## src/rtl/vector_alu_sequencer.sv

```systemverilog
// vector_alu_sequencer: takes one vector operation from issue and feeds its lanes
// through the external scalar ALU one per cycle. The per-lane results and flags are
// collected, and the result vector goes to writeback over a valid/ready handshake.
// Optional feature: define VEC_SEQ_SCALAR_BCAST_EN to add in_scalar_b. When that
// input is set, lane 0 of operand B is broadcast to every lane.
module vector_alu_sequencer #(
    parameter int dataSize = 8,
    parameter int lanes    = 4
) (
    input  logic                      clk,
    input  logic                      rst_n,
    input  logic                      in_valid,
    output logic                      in_ready,
    input  logic [2:0]                in_op,
    input  logic [lanes*dataSize-1:0] in_vec_a,
    input  logic [lanes*dataSize-1:0] in_vec_b,
`ifdef VEC_SEQ_SCALAR_BCAST_EN
    input  logic                      in_scalar_b,
`endif
    output logic [2:0]                alu_operation_select,
    output logic [dataSize-1:0]       alu_operand1,
    output logic [dataSize-1:0]       alu_operand2,
    input  logic [dataSize-1:0]       alu_result,
    input  logic                      alu_neg_flag,
    input  logic                      alu_zero_flag,
    output logic                      out_valid,
    input  logic                      out_ready,
    output logic [lanes*dataSize-1:0] out_vec,
    output logic [lanes-1:0]          out_neg_mask,
    output logic [lanes-1:0]          out_zero_mask,
    output logic                      out_all_zero
);

    localparam int IdxW = $clog2(lanes);

    typedef enum logic [1:0] {
        IDLE,
        RUN,
        DONE
    } state_t;

    state_t                    state_q;
    logic [IdxW-1:0]           laneIdx_q;
    logic [IdxW-1:0]           laneIdx_d;
    logic [2:0]                opReg_q;
    logic [lanes*dataSize-1:0] vecA_q;
    logic [lanes*dataSize-1:0] vecB_q;
    logic [lanes*dataSize-1:0] result_q;
    logic [lanes-1:0]          negMask_q;
    logic [lanes-1:0]          zeroMask_q;
    logic                      outValid_q;
`ifdef VEC_SEQ_SCALAR_BCAST_EN
    logic                      scalarB_q;
`endif

    logic                      accept;
    logic                      lastLane;
    logic                      running;
    logic [dataSize-1:0]       laneA;
    logic [dataSize-1:0]       laneB;

    // A new request can be taken while idle, or in the same cycle that writeback drains DONE.
    assign in_ready  = (state_q == IDLE) || ((state_q == DONE) && out_ready);
    assign accept    = in_valid && in_ready;
    assign lastLane  = (laneIdx_q == IdxW'(lanes - 1));
    assign laneIdx_d = laneIdx_q + IdxW'(1);
    assign running   = (state_q == RUN);

    // Select the operand elements for the lane currently being walked.
    always_comb begin
        laneA = '0;
        laneB = '0;
        for (int i = 0; i < lanes; i++) begin
            if (laneIdx_q == IdxW'(i)) begin
                laneA = vecA_q[i*dataSize +: dataSize];
                laneB = vecB_q[i*dataSize +: dataSize];
            end
        end
    end

    // The ALU sees real operands only while lanes are being walked. At other times it sees zeros.
    always_comb begin
        alu_operation_select = '0;
        alu_operand1         = '0;
        alu_operand2         = '0;
        if (running) begin
            alu_operation_select = opReg_q;
            alu_operand1         = laneA;
`ifdef VEC_SEQ_SCALAR_BCAST_EN
            alu_operand2         = scalarB_q ? vecB_q[dataSize-1:0] : laneB;
`else
            alu_operand2         = laneB;
`endif
        end
    end

    assign out_valid     = outValid_q;
    assign out_vec       = result_q;
    assign out_neg_mask  = negMask_q;
    assign out_zero_mask = zeroMask_q;
    assign out_all_zero  = &zeroMask_q;

    // Sequencer FSM: capture on accept, store one ALU lane per cycle, hold the result until drained.
    always_ff @(posedge clk or negedge rst_n) begin
        if (!rst_n) begin
            state_q    <= IDLE;
            laneIdx_q  <= '0;
            opReg_q    <= '0;
            vecA_q     <= '0;
            vecB_q     <= '0;
            result_q   <= '0;
            negMask_q  <= '0;
            zeroMask_q <= '0;
            outValid_q <= 1'b0;
`ifdef VEC_SEQ_SCALAR_BCAST_EN
            scalarB_q  <= 1'b0;
`endif
        end else begin
            if (accept) begin
                opReg_q    <= in_op;
                vecA_q     <= in_vec_a;
                vecB_q     <= in_vec_b;
                laneIdx_q  <= '0;
                state_q    <= RUN;
                outValid_q <= 1'b0;
`ifdef VEC_SEQ_SCALAR_BCAST_EN
                scalarB_q  <= in_scalar_b;
`endif
            end else begin
                case (state_q)
                    IDLE: begin
                        state_q <= IDLE;
                    end
                    RUN: begin
                        for (int i = 0; i < lanes; i++) begin
                            if (laneIdx_q == IdxW'(i)) begin
                                result_q[i*dataSize +: dataSize] <= alu_result;
                                negMask_q[i]                     <= alu_neg_flag;
                                zeroMask_q[i]                    <= alu_zero_flag;
                            end
                        end
                        if (lastLane) begin
                            laneIdx_q  <= '0;
                            state_q    <= DONE;
                            outValid_q <= 1'b1;
                        end else begin
                            laneIdx_q  <= laneIdx_d;
                        end
                    end
                    DONE: begin
                        if (out_ready) begin
                            outValid_q <= 1'b0;
                            state_q    <= IDLE;
                        end
                    end
                    default: begin
                        state_q <= IDLE;
                    end
                endcase
            end
        end
    end

endmodule

```

## config.mk

```make
export PLATFORM = sky130hd
export DESIGN_NAME = vector_alu_sequencer
export DESIGN_NICKNAME = d
export VERILOG_FILES = /design/src/rtl/vector_alu_sequencer.sv
export SDC_FILE = /design/constraint.sdc
export NUM_CORES = 1
export LEC_CHECK = 0
export BUFFER_PORTS_ARGS = -buffer_cell sky130_fd_sc_hd__buf_2
export CAP_MARGIN = 30
export CORE_ASPECT_RATIO = 1.5
export CORE_MARGIN = 2
export CORE_UTILIZATION = 47
export CTS_BUF_LIST = sky130_fd_sc_hd__clkbuf_16
export CTS_CLUSTER_DIAMETER = 100
export DETAILED_ROUTE_END_ITERATION = 16
export PLACE_DENSITY_LB_ADDON = 0.25
export SLEW_MARGIN = 5
export SYNTH_ARGS = -nofsm -noshare
export SYNTH_HDL_FRONTEND = slang
export SYNTH_SLANG_ARGS = --single-unit
```

## constraint.sdc

```tcl
create_clock -name clk -period 1.6 [get_ports clk]
set_input_delay 0.24 -clock clk [delete_from_list [all_inputs] [get_ports clk]]
set_output_delay 0.24 -clock clk [all_outputs]
set_load 0.02 [all_outputs]
```

==> results of run 1 <==
-- cell usage after synthesis (4+ instances only) --
| cell | number |
|---|---|
| nand2_1 | 5 |
| buf_2 | 4 |
| o41ai_1 | 15 |
| clkbuf_1 | 7 |
| buf_6 | 7 |
| nand3_1 | 15 |
| dfrtp_1 | 112 |
| o21ai_0 | 4 |
| mux2_1 | 6 |
| a221oi_1 | 15 |
| ha_1 | 4 |
| nor2b_1 | 17 |
| mux2_2 | 101 |
-- logic make-up after synthesis --
family / after synthesis / synth area share (%)
adder cells (fa/ha/maj): 4 / 1.03
flip-flops: 112 / 57.6
AO/OA/AOI/OAI: 39 / 6.53
multiplexers: 107 / 24.8
buffers and inverters: 25 / 3.34
AND/OR/NAND/NOR: 54 / 6.71
-- cell usage in the layout, fill, tap and decap left out, drive strengths merged --
cell type,synthesis,routed
buf,16,202
dfrtp,112,112
mux2,107,107
nor2b,19,19
nand3,15,15
o41ai,15,15
a221oi,15,15
clkbuf,7,12
nand2,8,8
inv,2,5
ha,4,4
o21ai,4,4
and2,3,3
nor2,2,2
bufinv,0,2
a21oi,2,2
nand2b,2,2
clkinv,0,2
and2b,1,1
nor3,1,1
a32o,1,1
and4,1,1
nor3b,1,1
o21bai,1,1
or3,1,1
o31ai,1,1
dlygate4sd3,0,1
-- routing by layer --
layer / track usage, % / wire [um] / vias to the layer above
met1: 27.6 / 5290 / 1843
met4: 6.34 / 160 / 0
met3: 4.75 / 577 / 12
met2: 40.5 / 7060 / 100
li1: - / - / 1645
met5: 0 / 0 / -
-- path summary, 6_finish.rpt --
check	cells past startpoint	end	from	slack, ns
worst max-delay path	8	alu_operand2[3]	laneIdx_q[0]$_DFFE_PN0P_	-0.58
worst min-delay path	2	vecB_q[9]$_DFFE_PN0P_	in_vec_b[9]	0.11
worst max register to register	7	out_vec[28]$_DFFE_PN0P_	laneIdx_q[0]$_DFFE_PN0P_	-0.02
worst min register to register	1	out_vec[19]$_DFFE_PN0P_	out_vec[19]$_DFFE_PN0P_	0.50
max in group asynchronous	3	out_vec[16]$_DFFE_PN0P_	rst_n	0.63
min in group asynchronous	2	vecA_q[17]$_DFFE_PN0P_	rst_n	0.38
-- metrics by stage --
step / power [mW] / area [um^2] / setup WS (ns) / utilization [%] / hold slack, ns
3_5_place_dp: 13.4 / 6360 / -0.362 / 63.1 / 0.214
5_1_grt: 18.7 / 7480 / -0.665 / 74.2 / 0.116
4_1_cts: 17.2 / 7230 / -0.602 / 71.8 / 0.105
3_3_place_gp: 13.1 / 6360 / -0.280 / 63.1 / 0.205
6_report: 17.8 / 7480 / -0.575 / 74.2 / 0.113
2_1_floorplan: 10.4 / 5220 / -0.114 / - / -0.0556
-- registers in the layout, summed over array words and instances (netlist names) --
register	count
opReg_q	3
vecA_q	32
laneIdx_q	2
out_neg_mask	4
state_q	2
out_vec	32
out_valid	1
vecB_q	32
out_zero_mask	4
-- layout make-up --
type | count | share of cell area [%]
well taps | 117 | 1.96
flip-flops and latches | 112 | 37.5
repair buffers | 206 | 21.1
inverters | 2 | 0.100
clock buffers | 9 | 3.01
clock inverters | 7 | 1.25
multi-input cells | 204 | 35.0
-- critical path, stage by stage (launching register included) --
cell and delay [ns]:
dfrtp_1 0.38, inv_2 0.08, ha_4 0.16, nor2b_4 0.14
buf_12 0.13, buf_4 0.13, a221oi_2 0.34, o41ai_4 0.09
buf_4 0.16
-- report_power, final --
part           leakage, nW  switching (mW)  internal, mW  total (mW)
logic                 2.03            4.71          5.44        10.2
registers             1.31           0.952          4.30        5.26
clock network        0.159            1.01          1.38        2.38
-- what timing repair did --
item	in CTS	in global routing
cloned	5	5
hold buffers	1	0
endpoints found under the hold margin	30	0
buffers inserted	19	10
endpoints found under the setup margin	88	99
gates resized for setup	96	49
pin swaps	5	9
==> flow_summary.toml, run 1 <==
[status]
outcome = "finished with violations"
violations = "negative setup slack"

[critical_path]
end_kind = "output pin"
critPathLaunchType = "flop"
crit_fanout = 8
required_ns = 1.36
crit_arrival_ns = 1.94
path_class = "reg2out"

[floorplan]
core.rowCount = 45
start_util_pct = 48.3
core_um2 = 10100
die_height_um = 129
ios = 143
die_w_um = 87.1
die_area_um2 = 11200

[synthesis]
ys_seq_area_share_pct = 57.6
synthFlopType = "dfrtp_1"
avgSynthCellArea_um2 = 14.3
ys_seq_elements = 112
netlist_area_um2 = 4860
synth_edf_count = 0
yosys.area.top_type = "dfrtp_1"
synth_top_area_share_pct = 57.6
synth_warnings = 0
synth.net_count = 426
ys_top_cells_by_area = "dfrtp_1 58%, mux2_2 23%, a221oi_1 2.7%, o41ai_1 2.7%, nor2b_1 2.2%"
synth_cell_types = 31
syn-instance-count = 341
synthArstFlopShare_pct = 100

[routing]
drtAntennaViolNets = 0
firstDrtPassIters = 4
drtIter0Drc = 153
vias = 3600
wl_per_cell_um = 19.9
drc = 0
viasPerCell = 5.48
routed_wl_um = 13100

[sta]
fin_tns_setup_ns = -9.22
max-slew-margin-rel_pct = 70.1
rsz0062_at_grt = "true"
worstMarginPinSlew_ns = 0.449
maxSlewViolCount = 0
finalWorstSetupSlack_ns = -0.575
fmax_mhz = 460
clock_skew_ns = 0.00650
fin_crit_sh_pct = 136
final.min_clock_period_ns = 2.18
hold_viol = 0
setup_viol = 25

[finish]
nNetsFinal = 620
fillers = 655
multi_input_area_um2 = 2620
drive_gt1_share_pct = 70.4
areaGrowthSynthToFinish_pct = 53.8
layout.cells.non_filler = 657
antenna_cells = 0
final-seq-area_um2 = 2800

[pwr]
p_leak_nw = 3.50
max-vdd-ir-drop_mv = 1.61
powerDensity_nw_per_um2 = 2380

[clock_network]
numCtsBuffers = 9
insertion_delay_ns = 0.34
htreeDepth = 3
cts_tree = "done"
cts.path.max_buffers = 2
clkTransAtPathRegs_ns = 0.08
cts.sinks = 112
cts_root_buf = "clkbuf_16"

[global_route]
grt_max_degree = 47
grt_usage_pct = 22.7
antenna_found_initial = 0
overflow = 0
grt_pass1_wl_um = 19800
grt_pass1_vias = 3915

[hold_path]
hold_class = "in2reg"

[place]
gp_congestion = 0.754
dp.final_hpwl_um = 8330
placed_cells = 621
io_buffers = 142

[job]
drv_cap = 0
No activity file was read; power rests on OpenSTA's default activity.
==> run 2: changes to the inputs <==
--- a/config.mk
+++ b/config.mk
@@ -5,11 +5,12 @@
 export SDC_FILE = /design/constraint.sdc
 export NUM_CORES = 1
 export LEC_CHECK = 0
+export ABC_AREA = 1
 export BUFFER_PORTS_ARGS = -buffer_cell sky130_fd_sc_hd__buf_2
 export CAP_MARGIN = 30
 export CORE_ASPECT_RATIO = 1.5
 export CORE_MARGIN = 2
-export CORE_UTILIZATION = 47
+export CORE_UTILIZATION = 35
 export CTS_BUF_LIST = sky130_fd_sc_hd__clkbuf_16
 export CTS_CLUSTER_DIAMETER = 100
 export DETAILED_ROUTE_END_ITERATION = 16
==> run 2 against run 1 <==
The run still ends with negative setup slack left. Design area fell by 11%. Setup slack better by 0.14 ns. Synthesized cell count is 72% higher. Hold slack better by 0.0068 ns. Area after synthesis grew 2.0%. Highest routed layer unchanged.
==> flow_summary.toml, run 2 <==
[synthesis]
avgSynthCellArea_um2 = 8.48
synth_top_area_share_pct = 56.5
synth_warnings = 0
netlist_area_um2 = 4960
synthFlopType = "dfrtp_1"
synth_most_common_cell = "nand2_1"
synth_edf_count = 0
synthArstFlopShare_pct = 100
syn-instance-count = 585
ys_top_cells_by_area = "dfrtp_1 57%, nand2_1 16%, nand3_1 7.4%, o21ai_1 3.6%, a21oi_1 3.1%"
yosys.area.top_type = "dfrtp_1"
synth.net_count = 670
ys_seq_area_share_pct = 56.5
synth_cell_types = 17
synth_commonest_cells = "217 x nand2_1, 112 x dfrtp_1, 73 x nand3_1, 36 x o21ai_1, 31 x a21oi_1"
ys_seq_elements = 112

[place]
post-place-ws_ns = -0.198
dp.final_hpwl_um = 10500
gp_congestion = 0.900
placed_cells = 883
io_buffers = 142

[critical_path]
path_class = "reg2out"
required_ns = 1.36
critPathLaunchType = "flop"
worstPathCellList = "inv_2, buf_6, ha_4, nor2_4, nand2_1, nand2_1, o21ai_2, a21oi_2, buf_6"
crit_family = "flip-flops"
rrSetupSlack_ns = 0.03
worst_path_largest_cell_delay_ns = 0.38
critPathSlowestCell = "dfrtp_1"
worst-path-buf-inv = 3
end_kind = "output pin"
crit_arrival_ns = 1.79
crit_fanout = 7

[finish]
areaGrowthSynthToFinish_pct = 34.0
final_cell_mix = "215 x nand2_1, 122 x buf_2, 112 x dfrtp_1, 72 x nand3_1, 45 x o21ai_1"
layout.cells.non_filler = 906
drive_gt1_share_pct = 32.4
layout_commonest_cell = "nand2_1"
nNetsFinal = 821
fillers = 1348
antenna_cells = 0

[clock_network]
numCtsBuffers = 9
insertion_delay_ns = 0.34
clkTransAtPathRegs_ns = 0.07
cts.sinks = 112
cts.path.max_buffers = 2
cts_tree = "done"
htreeDepth = 3
cts_root_buf = "clkbuf_16"

[sta]
fmax_mhz = 492
fin_tns_setup_ns = -6.59
max-slew-margin-rel_pct = 80.8
rsz0062_at_grt = "true"
setup_viol = 18
fin_crit_sh_pct = 127
clock_skew_ns = 0.00666
worstMarginPinSlew_ns = 0.287
maxSlewViolCount = 0
hold_viol = 0
finalWorstSetupSlack_ns = -0.434
final.min_clock_period_ns = 2.03

[status]
violations = "negative setup slack"
outcome = "finished with violations"

[routing]
viasPerCell = 4.91
firstDrtPassIters = 4
drc = 0
drtAntennaViolNets = 0
routed_wl_um = 14200
wl_per_cell_um = 15.7
drtIter0Drc = 217
vias = 4450

[global_route]
grt_max_degree = 68
grt_pass1_vias = 4503
antenna_found_initial = 0
overflow = 0
grt_usage_pct = 18.8
grt_pass1_wl_um = 22200

[hold_path]
hold_class = "in2reg"

[floorplan]
core.rowCount = 53
start_util_pct = 35.6
die_w_um = 101
core_um2 = 13900
die_area_um2 = 15200
ios = 143
die_height_um = 150

[job]
drv_cap = 0

[pwr]
p_leak_nw = 3.50
powerDensity_nw_per_um2 = 2280
max-vdd-ir-drop_mv = 1.05
-- run 2: cell count changes after synthesis, moves of 17 or more --
cell	before	now
o21ai_0	4	29
o21ai_1	0	36
nand3_1	15	73
inv_1	2	20
mux2_2	101	0
nand2_1	5	217
nor2b_1	17	0
a21oi_1	2	31
-- run 2: final cells by class --
type | instances | area, um^2 | share of cell area (%)
Sequential cell | 112 | 2800 | 42.2
Multi-Input combinational cell | 408 | 2000 | 30.1
Timing Repair Buffer | 181 | 1240 | 18.7
Clock buffer | 9 | 225 | 3.39
Tap cell | 165 | 206 | 3.11
Inverter | 24 | 95.1 | 1.43
Clock inverter | 7 | 71.3 | 1.07
-- run 2: timing repair --
action | in CTS | in global routing
gates resized for setup | 46 | 31
setup buffers | 5 | 1
endpoints found under the hold margin | 16 | 0
pin swaps | 10 | 13
hold buffers | 1 | 0
setup endpoints to repair | 21 | 30
-- run 2: cell families after synthesis --
logic type	share of synthesized area (%)
adder cells (fa/ha/maj)	1.01
AO/OA/AOI/OAI	11.0
buffers and inverters	6.66
AND/OR/NAND/NOR	24.8
flip-flops	56.5
-- run 2: per-layer routing --
metal	global-route usage (%)	up-vias	wire length, um
met5	0	-	0
met4	6.22	0	310
met3	3.69	14	747
met2	34.5	143	7680
met1	21.6	2090	5440
li1	-	2203	-
-- run 2: final timing paths --
kind / startpoint / endpoint / cells past startpoint
worst max-delay path: laneIdx_q[1]$_DFFE_PN0P_ / alu_operand2[1] / 9
worst min register to register: out_valid$_DFFE_PN0P_ / out_valid$_DFFE_PN0P_ / 2
worst min-delay path: in_vec_a[9] / vecA_q[9]$_DFFE_PN0P_ / 3
worst max register to register: laneIdx_q[0]$_DFFE_PN0P_ / out_valid$_DFFE_PN0P_ / 10
max in group asynchronous: rst_n / vecB_q[26]$_DFFE_PN0P_ / 3
min in group asynchronous: rst_n / out_vec[10]$_DFFE_PN0P_ / 2
-- run 2: metrics by stage --
| step | total power [mW] | area (um^2) | util (%) | hold slack [ns] |
|---|---|---|---|---|
| floorplan | 9.63 | 5040 | - | -0.0556 |
| global placement | 12.0 | 6070 | 43.6 | 0.140 |
| detailed placement | 12.2 | 6070 | 43.6 | 0.142 |
| CTS | 15.0 | 6550 | 47.0 | 0.111 |
| global route | 16.3 | 6640 | 47.7 | 0.118 |
| finish | 15.2 | 6640 | 47.7 | 0.119 |
-- run 2: tightest hold or removal path, stage by stage --
cell and delay [ns]:
buf_2 0.07, nand3_1 0.06, nand2_1 0.05
-- run 2: power breakdown --
group	leakage (nW)	switching (mW)	internal, mW
clock	0.139	1.01	1.21
combinational	1.98	4.64	3.15
sequential	1.38	0.946	4.21
total	3.50	6.59	8.58
==> run 3: changes to the inputs <==
--- a/config.mk
+++ b/config.mk
@@ -15,7 +15,8 @@
 export CTS_CLUSTER_DIAMETER = 100
 export DETAILED_ROUTE_END_ITERATION = 16
 export PLACE_DENSITY_LB_ADDON = 0.25
-export SLEW_MARGIN = 5
+export SETUP_SLACK_MARGIN = 0.1
+export SLEW_MARGIN = 30
 export SYNTH_ARGS = -nofsm -noshare
 export SYNTH_HDL_FRONTEND = slang
 export SYNTH_SLANG_ARGS = --single-unit
==> run 3 against run 2 <==
The run still ends with negative setup slack left. Register-to-register slack improved by 0.06 ns. Sequential power rose by 4%. Final cell count rose by 3.4%. Combinational power rose by 32%. Clock power rose by 2%. Fmax fell by 2.3%. Clock skew rose by 0.0027 ns. Setup slack got worse by 0.048 ns. Routed wire length rose by 19%. Sequential share of layout area fell by 5.4 points. Via count rose by 7.1%. Global-route usage rose by 1.9 points. Critical path type unchanged. Largest cell class unchanged.
==> flow_summary.toml, run 3 (synthesized netlist as in run 2, its figures left out) <==
[finish]
final_cell_mix = "162 x nand2_1, 121 x buf_2, 111 x dfrtp_1, 70 x nand3_1, 41 x nand2_2"
nNetsFinal = 853
antenna_cells = 0
drive_gt1_share_pct = 44.3
areaGrowthSynthToFinish_pct = 53.5
layout_commonest_cell = "nand2_1"

[routing]
firstDrtPassIters = 4
drc = 0
viasPerCell = 5.09
vias = 4767
drtAntennaViolNets = 0
drtIter0Drc = 198
routed_wl_um = 16900
wl_per_cell_um = 18.0

[pwr]
max-vdd-ir-drop_mv = 1.22
finalPower_mw = 17.9
p_leak_nw = 3.90
powerDensity_nw_per_um2 = 2350

[sta]
final.min_clock_period_ns = 2.08
clock_skew_ns = 0.00934
fmax_mhz = 480
maxSlewViolCount = 0
worstMarginPinSlew_ns = 0.514
fin_crit_sh_pct = 130
setup_viol = 19
rsz0062_at_grt = "true"
finalWorstSetupSlack_ns = -0.482
max-slew-margin-rel_pct = 65.8
hold_viol = 0

[critical_path]
crit_arrival_ns = 1.84
critPathSlowestCell = "dfrtp_2"
cp.depth = 8
r2r-start = "state_q[0]$_DFFE_PN0P_"
critPathLaunchType = "flop"
end_kind = "output pin"
worstPathCellList = "inv_2, ha_4, buf_6, nand2_2, nand2_2, o211ai_1, a21oi_2, buf_6"
required_ns = 1.36
reg2regPathDepth = 10
crit_fanout = 5
worst-path-buf-inv = 3
worst_path_largest_cell_delay_ns = 0.46
crit_family = "flip-flops"
path_class = "reg2out"
critPathLaunch = "laneIdx_q[0]$_DFFE_PN0P_"

[clock_network]
cts_root_buf = "clkbuf_16"
insertion_delay_ns = 0.35
cts.sinks = 112
clkTransAtPathRegs_ns = 0.08
numCtsBuffers = 9
htreeDepth = 3
cts_tree = "done"
cts.path.max_buffers = 2

[global_route]
antenna_found_initial = 0
use_met3_pct = 2.94
use_met1_pct = 23.4
grt_pass1_wl_um = 24000
gr-usage-met2_pct = 35.7
busiest_layer = "met2"
grt_max_degree = 49
grt_usage_pct = 20.7
grt_pass1_vias = 4715
overflow = 0

[floorplan]
core_um2 = 13900
die_w_um = 101
start_util_pct = 35.6
die_height_um = 150
die_area_um2 = 15200
core.rowCount = 53
ios = 143

[hold_path]
hold_class = "in2reg"
hp-start = "in_vec_a[1]"
hold_depth = 3

[status]
outcome = "finished with violations"
violations = "negative setup slack"

[place]
io_buffers = 142
dp.final_hpwl_um = 10500
post-place-ws_ns = -0.196
gp_congestion = 0.932

[job]
drv_cap = 0
[run 3: final timing paths]
check                                           to  slack [ns]
min in group asynchronous  out_vec[15]$_DFFE_PN0P_        0.36
max in group asynchronous   vecA_q[20]$_DFFE_PN0P_        0.66
min reg2reg                out_vec[24]$_DFFE_PN0P_        0.49
max reg2reg                out_vec[20]$_DFFE_PN0P_        0.09
max                                alu_operand2[6]       -0.48
min                          vecA_q[1]$_DFFE_PN0P_        0.11
[run 3: timing repair]
action                                 CTS  global route
resized for setup                       86           107
endpoints found under the hold margin   25             0
hold buffers                             1             0
pin swaps                               11            16
setup endpoints to repair               32            95
setup buffers                           12            11
gates cloned                             5            14
[run 3: where the power goes]
part	switching, mW	internal, mW
Combinational	5.62	4.66
Clock	1.05	1.22
Sequential	1.13	4.21
Total	7.79	10.1
[run 3: metal layers]
metal / up-vias / part of all wire (%)
met5: - / 0
met3: 44 / 4.2
met2: 165 / 53
li1: 2279 / -
met4: 0 / 5.2
met1: 2279 / 38
[run 3: final cells by class]
cell class	instances	area (um^2)
inverter	24	113
timing repair buffer	212	1870
clock inverter	6	68.8
sequential	112	2800
clock buffer	9	225
timing repair inverter	1	8.76
fill	1253	6310
tap	165	206
multi-input combinational	408	2310
[run 3: worst min-delay path: stages]
cell and delay, ns:
buf_2 0.07, nand3_1 0.06, nand2_1 0.05
[run 3: stage by stage]
stage	TNS (ns)	area (um^2)	instances	util [%]	hold WS (ns)
after detailed placement	-2.69	6130	884	44.0	0.188
after floorplan	0	5100	585	-	-0.0556
after global routing	-8.38	7610	937	54.7	0.118
after global placement	-2.33	6130	884	44.0	0.182
after CTS	-6.73	6870	916	49.3	0.104
final	-7.19	7610	937	54.7	0.109
